==> src/rtl/sha3_msg_tx_if.sv <==
// AXI-Stream link from the message streamer to the SHA3 core's input port.
// Carries the 16-bit data beat plus keep, last, user (mode) and ID sidebands.
interface sha3_msg_tx_if;
  logic        M_TVALID;
  logic        M_TREADY;
  logic [15:0] M_TDATA;
  logic [1:0]  M_TKEEP;
  logic        M_TLAST;
  logic [2:0]  M_TUSER;
  logic [1:0]  M_TID;

  modport master (
    output M_TVALID, M_TDATA, M_TKEEP, M_TLAST, M_TUSER, M_TID,
    input  M_TREADY
  );

  modport slave (
    input  M_TVALID, M_TDATA, M_TKEEP, M_TLAST, M_TUSER, M_TID,
    output M_TREADY
  );
endinterface

==> src/rtl/sha3_msg_tx.sv <==
// SHA3 message streamer: host halfwords are queued in a FIFO and framed as one
// AXI-Stream message of ceil(len/2) beats per cfg_start, TLAST/TKEEP on the tail.
module sha3_msg_tx #(
  parameter int DEPTH = 16
) (
  input  logic          ACLK,
  input  logic          ARESETn,
  input  logic          cfg_start,
  input  logic [15:0]   cfg_len_bytes,
  input  logic [2:0]    cfg_user,
  input  logic [1:0]    cfg_id,
  output logic          busy,
  output logic          done,
  input  logic          wr_valid,
  output logic          wr_ready,
  input  logic [15:0]   wr_data,
  sha3_msg_tx_if.master m_axis
);
  localparam int AW = $clog2(DEPTH);
  localparam logic [AW:0] FULL_CNT = (AW+1)'(DEPTH);

  typedef enum logic [1:0] {S_IDLE = 2'd0, S_SEND = 2'd1, S_DONE = 2'd2} state_t;

  function automatic logic [15:0] ceil_half(input logic [15:0] len);
    return 16'(({1'b0, len} + 17'd1) >> 1);
  endfunction

  function automatic logic [15:0] frame_data(input logic [15:0] head, input logic is_final,
                                             input logic odd, input logic zero);
    if (zero) return 16'h0000;
    if (is_final && odd) return {8'h00, head[7:0]};
    return head;
  endfunction

  function automatic logic [1:0] frame_keep(input logic is_final, input logic odd, input logic zero);
    if (zero) return 2'b00;
    if (is_final && odd) return 2'b01;
    return 2'b11;
  endfunction

  logic [15:0]   r_mem [DEPTH];
  logic [AW-1:0] r_wptr, r_rptr;
  logic [AW:0]   r_count;
  logic          r_wr_ready;
  state_t        r_state;
  logic [15:0]   r_beats_load;
  logic          r_odd, r_zero;
  logic          r_tvalid, r_tlast;
  logic [15:0]   r_tdata;
  logic [1:0]    r_tkeep;
  logic [2:0]    r_tuser;
  logic [1:0]    r_tid;
  logic          r_busy, r_done;

  logic          w_wr, w_xfer, w_empty, w_load, w_pop, w_final;
  logic [15:0]   w_head;
  logic [AW:0]   w_count_nxt;

  assign w_wr        = wr_valid && r_wr_ready;
  assign w_xfer      = r_tvalid && m_axis.M_TREADY;
  assign w_empty     = (r_count == '0);
  assign w_final     = (r_beats_load == 16'd1);
  assign w_head      = r_mem[r_rptr];
  // A zero-length message loads one synthetic beat without touching the FIFO.
  assign w_load      = (r_state == S_SEND) && (!r_tvalid || w_xfer) &&
                       (r_beats_load != 16'd0) && (r_zero || !w_empty);
  assign w_pop       = w_load && !r_zero;
  assign w_count_nxt = r_count + (AW+1)'(w_wr) - (AW+1)'(w_pop);

  // FIFO storage
  always_ff @(posedge ACLK) begin
    if (w_wr) r_mem[r_wptr] <= wr_data;
  end

  // FIFO pointers and occupancy; wr_ready tracks the next count
  always_ff @(posedge ACLK or negedge ARESETn) begin
    if (!ARESETn) begin
      r_wptr     <= '0;
      r_rptr     <= '0;
      r_count    <= '0;
      r_wr_ready <= 1'b1;
    end else begin
      if (w_wr)  r_wptr <= r_wptr + AW'(1);
      if (w_pop) r_rptr <= r_rptr + AW'(1);
      r_count    <= w_count_nxt;
      r_wr_ready <= (w_count_nxt != FULL_CNT);
    end
  end

  // Framing FSM and output beat register
  always_ff @(posedge ACLK or negedge ARESETn) begin
    if (!ARESETn) begin
      r_state      <= S_IDLE;
      r_beats_load <= '0;
      r_odd        <= 1'b0;
      r_zero       <= 1'b0;
      r_tvalid     <= 1'b0;
      r_tlast      <= 1'b0;
      r_tdata      <= '0;
      r_tkeep      <= '0;
      r_tuser      <= '0;
      r_tid        <= '0;
      r_busy       <= 1'b0;
      r_done       <= 1'b0;
    end else begin
      if (w_load) begin
        r_tvalid     <= 1'b1;
        r_tdata      <= frame_data(w_head, w_final, r_odd, r_zero);
        r_tkeep      <= frame_keep(w_final, r_odd, r_zero);
        r_tlast      <= w_final;
        r_beats_load <= r_beats_load - 16'd1;
      end else if (w_xfer) begin
        r_tvalid <= 1'b0;
      end

      case (r_state)
        S_IDLE: begin
          if (cfg_start) begin
            r_state      <= S_SEND;
            r_busy       <= 1'b1;
            r_tuser      <= cfg_user;
            r_tid        <= cfg_id;
            r_odd        <= cfg_len_bytes[0];
            r_zero       <= (cfg_len_bytes == 16'd0);
            r_beats_load <= (cfg_len_bytes == 16'd0) ? 16'd1 : ceil_half(cfg_len_bytes);
          end
        end
        S_SEND: begin
          if (w_xfer && r_tlast) begin
            r_state <= S_DONE;
            r_done  <= 1'b1;
          end
        end
        S_DONE: begin
          r_state <= S_IDLE;
          r_done  <= 1'b0;
          r_busy  <= 1'b0;
        end
        default: r_state <= S_IDLE;
      endcase
    end
  end

  assign m_axis.M_TVALID = r_tvalid;
  assign m_axis.M_TDATA  = r_tdata;
  assign m_axis.M_TKEEP  = r_tkeep;
  assign m_axis.M_TLAST  = r_tlast;
  assign m_axis.M_TUSER  = r_tuser;
  assign m_axis.M_TID    = r_tid;
  assign busy            = r_busy;
  assign done            = r_done;
  assign wr_ready        = r_wr_ready;
endmodule
==> src/flat_wrapper.sv <==
// flat-port wrapper written by rule: the top's interface ports become plain ports
module sha3_msg_tx_flat 
#(
  parameter int DEPTH = 16
)
  (ACLK, ARESETn, cfg_start, cfg_len_bytes, cfg_user, cfg_id, busy, done, wr_valid, wr_ready, wr_data, m_axis_M_TVALID, m_axis_M_TDATA, m_axis_M_TKEEP, m_axis_M_TLAST, m_axis_M_TUSER, m_axis_M_TID, m_axis_M_TREADY);
  sha3_msg_tx_if m_axis_i ();
  input  logic ACLK;
  input  logic ARESETn;
  input  logic cfg_start;
  input  logic [15:0] cfg_len_bytes;
  input  logic [2:0] cfg_user;
  input  logic [1:0] cfg_id;
  output logic busy;
  output logic done;
  input  logic wr_valid;
  output logic wr_ready;
  input  logic [15:0] wr_data;
  output wire logic [$bits(m_axis_i.M_TVALID)-1:0] m_axis_M_TVALID;
  output wire logic [$bits(m_axis_i.M_TDATA)-1:0] m_axis_M_TDATA;
  output wire logic [$bits(m_axis_i.M_TKEEP)-1:0] m_axis_M_TKEEP;
  output wire logic [$bits(m_axis_i.M_TLAST)-1:0] m_axis_M_TLAST;
  output wire logic [$bits(m_axis_i.M_TUSER)-1:0] m_axis_M_TUSER;
  output wire logic [$bits(m_axis_i.M_TID)-1:0] m_axis_M_TID;
  input wire logic [$bits(m_axis_i.M_TREADY)-1:0] m_axis_M_TREADY;
  assign m_axis_M_TVALID = m_axis_i.M_TVALID;
  assign m_axis_M_TDATA = m_axis_i.M_TDATA;
  assign m_axis_M_TKEEP = m_axis_i.M_TKEEP;
  assign m_axis_M_TLAST = m_axis_i.M_TLAST;
  assign m_axis_M_TUSER = m_axis_i.M_TUSER;
  assign m_axis_M_TID = m_axis_i.M_TID;
  assign m_axis_i.M_TREADY = m_axis_M_TREADY;
  sha3_msg_tx #(.DEPTH(DEPTH)) u_core (.ACLK(ACLK), .ARESETn(ARESETn), .cfg_start(cfg_start), .cfg_len_bytes(cfg_len_bytes), .cfg_user(cfg_user), .cfg_id(cfg_id), .busy(busy), .done(done), .wr_valid(wr_valid), .wr_ready(wr_ready), .wr_data(wr_data), .m_axis(m_axis_i));
endmodule
==> config.mk <==
export PLATFORM = sky130hd
export DESIGN_NAME = sha3_msg_tx_flat
export DESIGN_NICKNAME = d
export VERILOG_FILES = /design/src/rtl/sha3_msg_tx_if.sv /design/src/rtl/sha3_msg_tx.sv /design/src/flat_wrapper.sv
export SDC_FILE = /design/constraint.sdc
export NUM_CORES = 1
export LEC_CHECK = 0
export CAP_MARGIN = 25
export CORE_MARGIN = 8
export CORE_UTILIZATION = 60
export DETAILED_ROUTE_END_ITERATION = 8
export GPL_TIMING_DRIVEN = 0
export HOLD_SLACK_MARGIN = 0.02
export PLACE_DENSITY = 0.87
export SYNTH_ARGS = -nofsm -noshare
export SYNTH_HDL_FRONTEND = slang
export SYNTH_SLANG_ARGS = --single-unit
==> constraint.sdc <==
create_clock -name ACLK -period 6.2 [get_ports ACLK]
set_clock_uncertainty 0.1 [all_clocks]
set_input_delay 0.93 -clock ACLK [delete_from_list [all_inputs] [get_ports ACLK]]
set_output_delay 0.93 -clock ACLK [all_outputs]
set_load 0.02 [all_outputs]
==> results of run 1 <==
sequential cells by signal (all words and copies together) (netlist names), 2 cells and up:
signal / count
u_core.r_mem: 256
u_core.m_axis.M_TDATA: 16
u_core.r_beats_load: 16
u_core.r_count: 5
u_core.r_rptr: 4
u_core.r_wptr: 4
u_core.m_axis.M_TUSER: 3
u_core.m_axis.M_TID: 2
u_core.m_axis.M_TKEEP: 2
u_core.r_state: 2
routing by layer:
metal,up-vias,routed length (um),global-route usage (%)
met5,-,0,0
met4,0,728,6.84
met3,71,2570,4.80
met2,400,15300,39.3
met1,3707,11300,28.4
li1,3100,-,-
layout by cell type, fill, tap and decap left out, drive strengths merged, types with 11 or more instances in the layout:
cell             n
inv             17
a22oi           16
dfrtp           60
nor3            12
nand2           45
and2            13
xnor2           19
edfxtp         256
nor2b           13
nor2            11
clkdlybuf4s50   68
a22o            16
clkbuf          49
a21oi           12
ha              15
buf             18
clkinv          13
mux4            64
Yosys cell counts, types with 3 or more instances:
master | n | area share [%]
xor2_1 | 10 | 0.68
inv_1 | 17 | 0.49
nor3b_1 | 3 | 0.17
or3_1 | 3 | 0.15
buf_1 | 4 | 0.12
and4_1 | 3 | 0.20
a21oi_1 | 12 | 0.46
nand3_1 | 10 | 0.39
mux2i_1 | 8 | 0.62
o22ai_1 | 3 | 0.15
ha_1 | 15 | 1.5
nand2_1 | 45 | 1.3
xnor2_1 | 19 | 1.3
edfxtp_1 | 256 | 59
o311ai_0 | 4 | 0.27
a211oi_1 | 8 | 0.46
a22o_1 | 16 | 1.1
nor2b_1 | 13 | 0.63
nor4_1 | 6 | 0.29
nor2_1 | 11 | 0.32
o21ai_0 | 5 | 0.19
mux4_2 | 64 | 11
nand4_1 | 8 | 0.39
a22oi_1 | 16 | 0.93
o211ai_1 | 9 | 0.52
or4_2 | 3 | 0.20
buf_2 | 11 | 0.43
nor3_1 | 10 | 0.39
and3_1 | 8 | 0.39
and2_1 | 13 | 0.63
a21o_1 | 4 | 0.23
clkbuf_1 | 13 | 0.38
dfrtp_1 | 60 | 12
worst max-delay path, stage by stage:
cell	delay, ns
clkdlybuf4s50_1	0.48
or2b_2	0.14
o211ai_1	0.16
nor3_2	0.46
clkbuf_1	0.60
ha_1	0.34
inv_1	0.06
ha_1	0.16
inv_1	0.06
fa_1	0.43
xnor2_1	0.17
nor4_1	0.27
nand2_1	0.09
layout make-up:
cell class | count | area, um2 | share of cell area, %
inverter | 17 | 63.8 | 0.426
multi-input combinational | 359 | 3510 | 23.4
clock inverter | 20 | 229 | 1.53
timing repair buffer | 69 | 688 | 4.59
clock buffer | 36 | 805 | 5.37
tap | 275 | 344 | 2.30
buffer | 30 | 138 | 0.918
sequential | 317 | 9220 | 61.5
final timing paths:
kind,start,end,slack (ns),depth (start not counted)
max,m_axis_M_TREADY,u_core.wr_ready,2.22,13
min,ARESETn,u_core.r_beats_load[13],0.38,1
max reg2reg,u_core.r_beats_load[0],u_core.wr_ready,2.32,14
min reg2reg,u_core.m_axis.M_TUSER[0],u_core.m_axis.M_TUSER[0],0.38,2
max in group asynchronous,ARESETn,u_core.m_axis.M_TDATA[7],5.07,1
min in group ACLK,u_core.m_axis.M_TUSER[0],u_core.m_axis.M_TUSER[0],0.38,2
report_power, final:
part	switching (mW)	leakage, nW	internal (mW)
Sequential	0.212	3.05	2.66
Clock	0.771	0.500	1.13
Combinational	1.27	1.60	0.992
stage by stage:
stage	area, um2	instances	util, %	setup slack [ns]	power [mW]
3_5_place_dp	14000	1067	66.2	1.72	5.10
2_1_floorplan	12900	723	-	2.86	4.34
6_report	15000	1123	71.1	2.22	7.03
3_3_place_gp	14000	1067	66.2	1.80	5.00
5_1_grt	15000	1123	71.1	2.07	7.30
4_1_cts	15000	1123	71.1	2.27	7.03
cells by family after synthesis:
| kind of cell | share of synthesized area, % |
|---|---|
| compound gates | 5.09 |
| flops | 71.3 |
| simple gates | 6.53 |
| fa+ha+maj | 1.61 |
| xor+xnor | 1.97 |
| mux | 11.9 |
| buf+inv | 1.56 |
==> flow_summary.yaml, run 1 <==
run_status:
  status: "finished clean"
placed_design:
  place_congestion: 0.882
  portBuffers: 69
  hpwl_um: 18400
global_routing:
  antenna_found_initial: 0
  grt_usage_pct: 22.7
  grt_pass1_wl_um: 45500
  grt_max_degree: 62
  grt_pass1_vias: 7676
  overflow: 0
sta:
  whs_ns: 0.378
  rsz0062_at_grt: "false"
  slew_violations: 0
  worst_pin_slew_ns: 1.09
  fin_crit_ns: 3.98
  min_period_over_period_pct: 64.3
  final-setup-viol-count: 0
  fin_setup_tns_ns: 0
  finalHoldViolations: 0
  slew_headroom_pct: 27.2
  fmaxAchievable_mhz: 251
drt:
  routed_wirelength_um: 29900
  dr.pass1.iters: 5
  drt_iter0_drc: 808
  viasPerCell: 6.48
  ant_nets: 0
  vias: 7278
  routedWlPerCell_um: 26.6
  drc: 0
die:
  die_y_um: 163
  coreArea_mm2: 0.0211
  start_util_pct: 61.3
  pin_count: 70
  num_rows: 53
  chipWidth_um: 163
  dieArea_mm2: 0.0265
synthesis:
  yosysUniqueCellTypes: 58
  synthFlopType: "edfxtp_1"
  yosysWarnings: 0
  synth_edf_count: 256
  synth_nets: 781
  synth_cells: 723
  syn-cell-area_mm2: 0.0129
  synth.avg_cell_area_um2: 17.9
  ys_seq_area_share_pct: 71.3
  ys_seq_elements: 317
  async_reset_ff_share_pct: 19.2
clocking:
  cts-root-buf: "clkbuf_16"
  clk_latency_ns: 0.55
  cts_sinks: 317
  clock_tree.buffer_depth: 3
  cts_hold_buf: 0
  cts_tree: "done"
  cts_resized: 0
  cts_buffers: 30
  clkTransAtPathRegs_ns: 0.07
  htree_levels: 1
  post_cts_buffers: 0
cells_and_area:
  num_antenna_cells: 0
  final_nets: 882
  final.fill_count: 1223
  syn2layout_area_growth_pct: 16.0
  drive_gt1_share_pct: 16.6
hold_path:
  min_path_type: "in2async"
critical_path:
  start_kind: "input pin"
  endpoint_kind: "flop"
  cp.arrival_ns: 4.36
  crit_fanout: 10
  crit_required_ns: 6.57
  path_class: "in2reg"
power_and_ir_drop:
  power_density_mw_per_mm2: 469
  p_leak_nw: 5.14
  power.ir.vdd_worst_mv: 0.300
run:
  cap_violations: 0
Note: power is estimated with default switching activity, not from simulation.
==> run 2, diff against run 1 <==
--- a/config.mk
+++ b/config.mk
@@ -7,11 +7,11 @@
 export LEC_CHECK = 0
 export CAP_MARGIN = 25
 export CORE_MARGIN = 8
-export CORE_UTILIZATION = 60
+export CORE_UTILIZATION = 54
 export DETAILED_ROUTE_END_ITERATION = 8
 export GPL_TIMING_DRIVEN = 0
 export HOLD_SLACK_MARGIN = 0.02
-export PLACE_DENSITY = 0.87
+export PLACE_DENSITY = 0.83
 export SYNTH_ARGS = -nofsm -noshare
 export SYNTH_HDL_FRONTEND = slang
 export SYNTH_SLANG_ARGS = --single-unit
==> constraint.sdc (replaced) <==
create_clock -name ACLK -period 3.4 [get_ports ACLK]
set_clock_uncertainty 0.1 [all_clocks]
set_input_delay 0.51 -clock ACLK [delete_from_list [all_inputs] [get_ports ACLK]]
set_output_delay 0.51 -clock ACLK [all_outputs]
set_load 0.02 [all_outputs]
==> run 2 against run 1 <==
Effect of this change: wire length fell by 3.6%; total power rose by 79%; worst setup slack got worse by 2.0 ns; sequential cell count did not move; utilization fell by 6.8 points; via count fell by 0.54%; clock-buffer cell count rose by 1; combinational power rose by 84%; sequential share of layout area fell by 0.43 points; cell count rose by 4.7%; critical endpoint unchanged; highest routed layer unchanged.
==> flow_summary.yaml, run 2 (synthesis results as in run 1) <==
critical_path:
  ff2ff_path_depth: 17
  cp-startpoint: "u_core.r_count[3]"
  crit_required_ns: 3.78
  start_kind: "flop"
  crit_family: "adder cells"
  cpPeakStageDelay_ns: 0.46
  cp.depth: 17
  slowest_stage: "or4b_4"
  cp_cell_sequence: "inv_2 > ha_1 > or4b_4 > o211ai_1 > buf_4 > nor3_4 > buf_8 > ha_1 > inv_1 > ha_2 > inv_1 > fa_2 > inv_1 > a21oi_1 > o21bai_1 > xnor2_1 > nand2_1"
  cp.arrival_ns: 3.59
  path_buf_inv: 6
  path_class: "reg2reg"
  endpoint_kind: "flop"
  r2r_end: "u_core.wr_ready"
  crit_fanout: 5
  crit_top_cell: "inv_1"
  critical_path.endpoint: "u_core.wr_ready"
  regToRegSetupSlack_ns: 0.19
  r2r_start: "u_core.r_count[3]"
die:
  dieArea_mm2: 0.0291
  chipWidth_um: 171
  num_rows: 56
  pin_count: 70
  die_y_um: 171
  coreArea_mm2: 0.0235
  start_util_pct: 55.1
clocking:
  cts_tree: "done"
  cts-root-buf: "clkbuf_16"
  clk_latency_ns: 0.57
  htree_levels: 1
  cts_sinks: 317
  clock_tree.buffer_depth: 3
  clkTransAtPathRegs_ns: 0.06
  cts_buffers: 30
global_routing:
  grt_max_degree: 35
  grt_pass1_wl_um: 43700
  antenna_found_initial: 0
  grt_pass1_vias: 7440
  grt_usage_pct: 19.9
  overflow: 0
drt:
  ant_nets: 0
  viasPerCell: 6.16
  vias: 7239
  routedWlPerCell_um: 24.5
  drc: 0
  drt_iter0_drc: 809
  routed_wirelength_um: 28800
  dr.pass1.iters: 5
cells_and_area:
  final_nets: 891
  final_cell_mix: "edfxtp_1, clkdlybuf4s50_1, mux4_2"
  largest-register: "u_core.r_mem"
  syn2layout_area_growth_pct: 16.8
  final.fill_count: 1533
  largest_reg_flops: 256
  drive_gt1_share_pct: 18.3
  final_common_cell: "edfxtp_1"
  num_antenna_cells: 0
  instances_no_fill: 1176
placed_design:
  placed_cells: 1112
  hpwl_um: 17800
  place_congestion: 0.879
  portBuffers: 69
  dp_slack_ns: -0.659
run:
  cap_violations: 0
sta:
  slew_violations: 0
  slew_headroom_pct: 28.9
  setup_ws_ns: 0.190
  fin_crit_ns: 3.21
  min_period_over_period_pct: 94.4
  final-setup-viol-count: 0
  worst_pin_slew_ns: 1.07
  fmaxAchievable_mhz: 312
  finalHoldViolations: 0
power_and_ir_drop:
  p_leak_nw: 5.15
  combPwrFrac_pct: 33.0
  power.ir.vdd_worst_mv: 0.457
  power_density_mw_per_mm2: 834
  netSwitchingPower_mw: 4.08
  seqPwrFrac_pct: 41.6
  switching_share_pct: 32.4
  clock_power_share_pct: 25.4
  internal_power_mw: 8.51
hold_path:
  min_path_type: "reg2reg"
run_status:
  status: "finished clean"
==> run 2: cell count changes in the layout (fill, tap and decap cells not counted), moves of 2 or more <==
| cell | previous run | this run |
|---|---|---|
| bufinv_16 | 5 | 2 |
| clkinv_4 | 2 | 0 |
| nor4_4 | 0 | 2 |
| buf_4 | 2 | 8 |
| inv_1 | 17 | 14 |
| clkinv_2 | 4 | 7 |
| inv_2 | 0 | 3 |
| clkbuf_1 | 17 | 19 |
| nor4_1 | 6 | 4 |
==> run 2: power groups by stage <==
stage / clock [mW] / sequential (mW) / combinational [mW]
5_1_grt: 3.38 / 5.29 / 4.48
2_1_floorplan: 0 / 5.34 / 2.57
3_3_place_gp: 0 / 5.23 / 3.92
6_report: 3.19 / 5.24 / 4.15
3_5_place_dp: 0 / 5.27 / 4.01
4_1_cts: 3.22 / 5.21 / 4.09
==> run 2: timing repair <==
action | CTS | global route
gates resized for setup | 4 | 12
pin swaps | 2 | 6
endpoints found under the hold margin | 27 | 0
cloned | 0 | 0
endpoints found under the setup margin | 5 | 2
hold buffers | 1 | 0
buffers inserted | 3 | 4
==> run 2: layout make-up <==
type | instances | area [um2] | area share, %
Sequential cell | 317 | 9220 | 61.0
Multi-Input combinational cell | 359 | 3550 | 23.5
Clock buffer | 37 | 777 | 5.15
Timing Repair Buffer | 78 | 768 | 5.09
Tap cell | 319 | 399 | 2.64
Clock inverter | 19 | 168 | 1.11
Buffer | 30 | 149 | 0.986
Inverter | 17 | 63.8 | 0.423
==> run 2: worst register-to-register path, delay by kind of cell (launching register included) <==
kind,cells,cell delay [ns]
AOI/OAI and AO/OA,3,0.41
xor gates and xnor gates,1,0.16
adders and majority gates,4,0.95
buffers and inverters,6,0.52
DFF,1,0.39
and+or+nand+nor,3,0.60
==> run 2: worst min-delay path by stage <==
stage,start,to,cells past startpoint
final,u_core.m_axis.M_TUSER[0],u_core.m_axis.M_TUSER[0],2
after detailed placement,u_core.m_axis.M_TUSER[0],u_core.m_axis.M_TUSER[0],2
after floorplan,ARESETn,u_core.busy,0
after global routing,cfg_id[1],u_core.m_axis.M_TID[1],3
after CTS,u_core.m_axis.M_TUSER[0],u_core.m_axis.M_TUSER[0],2
after global placement,u_core.m_axis.M_TKEEP[1],u_core.m_axis.M_TKEEP[1],1
==> run 2: per-stage QoR <==
stage | hold WS (ns) | cell area [um2] | power (mW) | setup TNS (ns) | util [%]
global placement | 0.359 | 14000 | 9.15 | -18.79 | 59.7
detailed placement | 0.364 | 14000 | 9.28 | -2.14 | 59.8
CTS | 0.379 | 15000 | 12.5 | 0 | 64.0
floorplan | 0.114 | 12900 | 7.91 | 0 | -
global route | 0.385 | 15100 | 13.1 | -0.00689 | 64.3
finish | 0.382 | 15100 | 12.6 | 0 | 64.3
==> run 2: routing by layer <==
metal  track usage, %  share of wire [%]
met3             3.39                8.7
met2             32.9                 48
met4             6.64                3.2
met1             26.5                 40
met5                0                  0
==> RTL edit: new RTL, settings of run 2 <==
The 3 states of `state_t` get a one-hot encoding in 3 bits.
--- a/src/rtl/sha3_msg_tx.sv
+++ b/src/rtl/sha3_msg_tx.sv
@@ -19,7 +19,7 @@
   localparam int AW = $clog2(DEPTH);
   localparam logic [AW:0] FULL_CNT = (AW+1)'(DEPTH);
 
-  typedef enum logic [1:0] {S_IDLE = 2'd0, S_SEND = 2'd1, S_DONE = 2'd2} state_t;
+  typedef enum logic [2:0] {S_IDLE = 3'b001, S_SEND = 3'b010, S_DONE = 3'b100} state_t;
 
   function automatic logic [15:0] ceil_half(input logic [15:0] len);
     return 16'(({1'b0, len} + 17'd1) >> 1);
Formal check against the unedited RTL: same outputs for any inputs over 4 cycles, from zero or initial values and one cycle with ARESETn low; so few cycles prove little.
==> RTL edit against run 2 <==
Critical path depth is 5 lower; total power is 0.30% higher; sequential share of layout area is 0.19 points lower; final area is 0.60% higher; synthesized area is 0.92% higher; global-route usage is 0.45 points lower; sequential cell count is 1 higher; wire length is 2.2% lower; clock power hardly changed; core utilization is 1.1 points lower; worst setup slack worse by 0.10 ns; via count is 0.29% lower.
==> RTL edit: results (changes against run 2) <==
- Status: finished, final reports clean
* Internal power: 8.56 mW (+0.66%)
* Total clock buffers created by CTS: 31 (+3.3%)
* Share of cell area taken by muxes after synthesis: 12.6% (+0.65 points)
* Synthesized netlist net count: 801 (+2.6%)
* Gp weighted congestion: 0.843 (-4.1%)
- The first-pass GRT wire length came to 43100 um (-1.5%).
- The share of post-route cells with drive strength above 1 came to 18.2% (-0.096 points).
- Arithmetic-cell share of the synthesized area counting full adders, half adders and majority gates: 1.59% (-0.015 points)
* Cell count after placement: 1136 (+2.2%)
- The arrival time at the worst endpoint is 3.69 ns (+0.10 ns).
- The number of nets in the layout was 912 (+2.4%).
- The unique cell type count in the Yosys netlist was 57 (-1.7%).
* Final instance count without filler cells: 1202 (+2.2%)
* Pleak: 5.20 nW (+0.89%)
- The post-detailed-placement half-perimeter wirelength is 18000 um (+1.5%).
- The global routing usage summed across all routing layers is 19.4% (-0.45 points).
* R2r startpoint: u_core.r_beats_load[8]
* Most area-consuming cells after synthesis: sky130_fd_sc_hd__edfxtp_1 59%, sky130_fd_sc_hd__dfrtp_1 12%, sky130_fd_sc_hd__mux4_2 11%, sky130_fd_sc_hd__xnor2_1 1.9%, sky130_fd_sc_hd__nand2_1 1.5%
* Pre-CTS WS: -0.447 ns (+0.212 ns)
- The via count of the first global-routing pass is 7428 (-0.16%).
- The sequential area share after synthesis came to 70.9% (-0.45 points).
- Iteration-0 DRC count of the detailed router: 749 (-7.4%)
- The area share of xor/xnor cells in the synthesized design was 2.28% (+0.32 points).
* Mean number of vias per cell: 6.00 (-2.4%)
==> RTL edit: final timing paths <==
kind,to,slack [ns],cells past startpoint
min in group asynchronous,u_core.r_beats_load[3],0.48,2
max,u_core.wr_ready,0.09,12
max reg2reg,u_core.wr_ready,0.09,12
min reg2reg,u_core.m_axis.M_TUSER[2],0.37,2
min,u_core.m_axis.M_TUSER[2],0.37,2
max in group asynchronous,u_core.r_beats_load[0],2.16,2
==> RTL edit: metrics by stage <==
| stage | hold slack [ns] | instance area, sq um |
|---|---|---|
| floorplan | 0.114 | 13000 |
| detailed placement | 0.362 | 14100 |
| finish | 0.374 | 15200 |
| CTS | 0.377 | 15100 |
| global placement | 0.360 | 14100 |
| global route | 0.393 | 15200 |
==> RTL edit: power by group through the flow <==
| stage | logic, mW | registers (mW) | clock network [mW] |
|---|---|---|---|
| after floorplan | 2.60 | 5.38 | 0 |
| after global placement | 3.97 | 5.28 | 0 |
| after detailed placement | 4.08 | 5.32 | 0 |
| after CTS | 4.13 | 5.25 | 3.24 |
| after global routing | 4.49 | 5.32 | 3.39 |
| final | 4.16 | 5.26 | 3.20 |
==> RTL edit: cell type report <==
class	count	area (sq um)
fill	1655	8850
timing repair buffer	78	758
clock inverter	13	96.3
buffer	32	146
multi-input combinational	374	3610
sequential	318	9240
inverter	19	71.3
clock buffer	44	855
tap	324	405
==> RTL edit: critical path: stages (launching register included) <==
cell,delay [ns]
sky130_fd_sc_hd__dfrtp_1,0.44
sky130_fd_sc_hd__or4_4,0.61
sky130_fd_sc_hd__nor2_4,0.27
sky130_fd_sc_hd__a211oi_4,0.11
sky130_fd_sc_hd__buf_6,0.15
sky130_fd_sc_hd__ha_1,0.29
sky130_fd_sc_hd__inv_1,0.06
sky130_fd_sc_hd__ha_1,0.17
sky130_fd_sc_hd__inv_1,0.07
sky130_fd_sc_hd__fa_2,0.55
sky130_fd_sc_hd__inv_1,0.05
sky130_fd_sc_hd__nor4_1,0.27
sky130_fd_sc_hd__nand2_1,0.09
==> RTL edit: what timing repair did <==
action	CTS	global route
hold endpoints to repair	60	0
setup endpoints to repair	2	2
hold buffers	1	0
pin swaps	1	5
buffers inserted	1	7
gates resized for setup	2	7
==> RTL edit: per-layer routing <==
| layer | track usage [%] | vias to the layer above | wire [um] |
|---|---|---|---|
| li1 | - | 3136 | - |
| met1 | 25.4 | 3715 | 11300 |
| met2 | 32.7 | 320 | 13900 |
| met3 | 3.60 | 47 | 2140 |
| met4 | 6.16 | 0 | 726 |
| met5 | 0 | - | 0 |
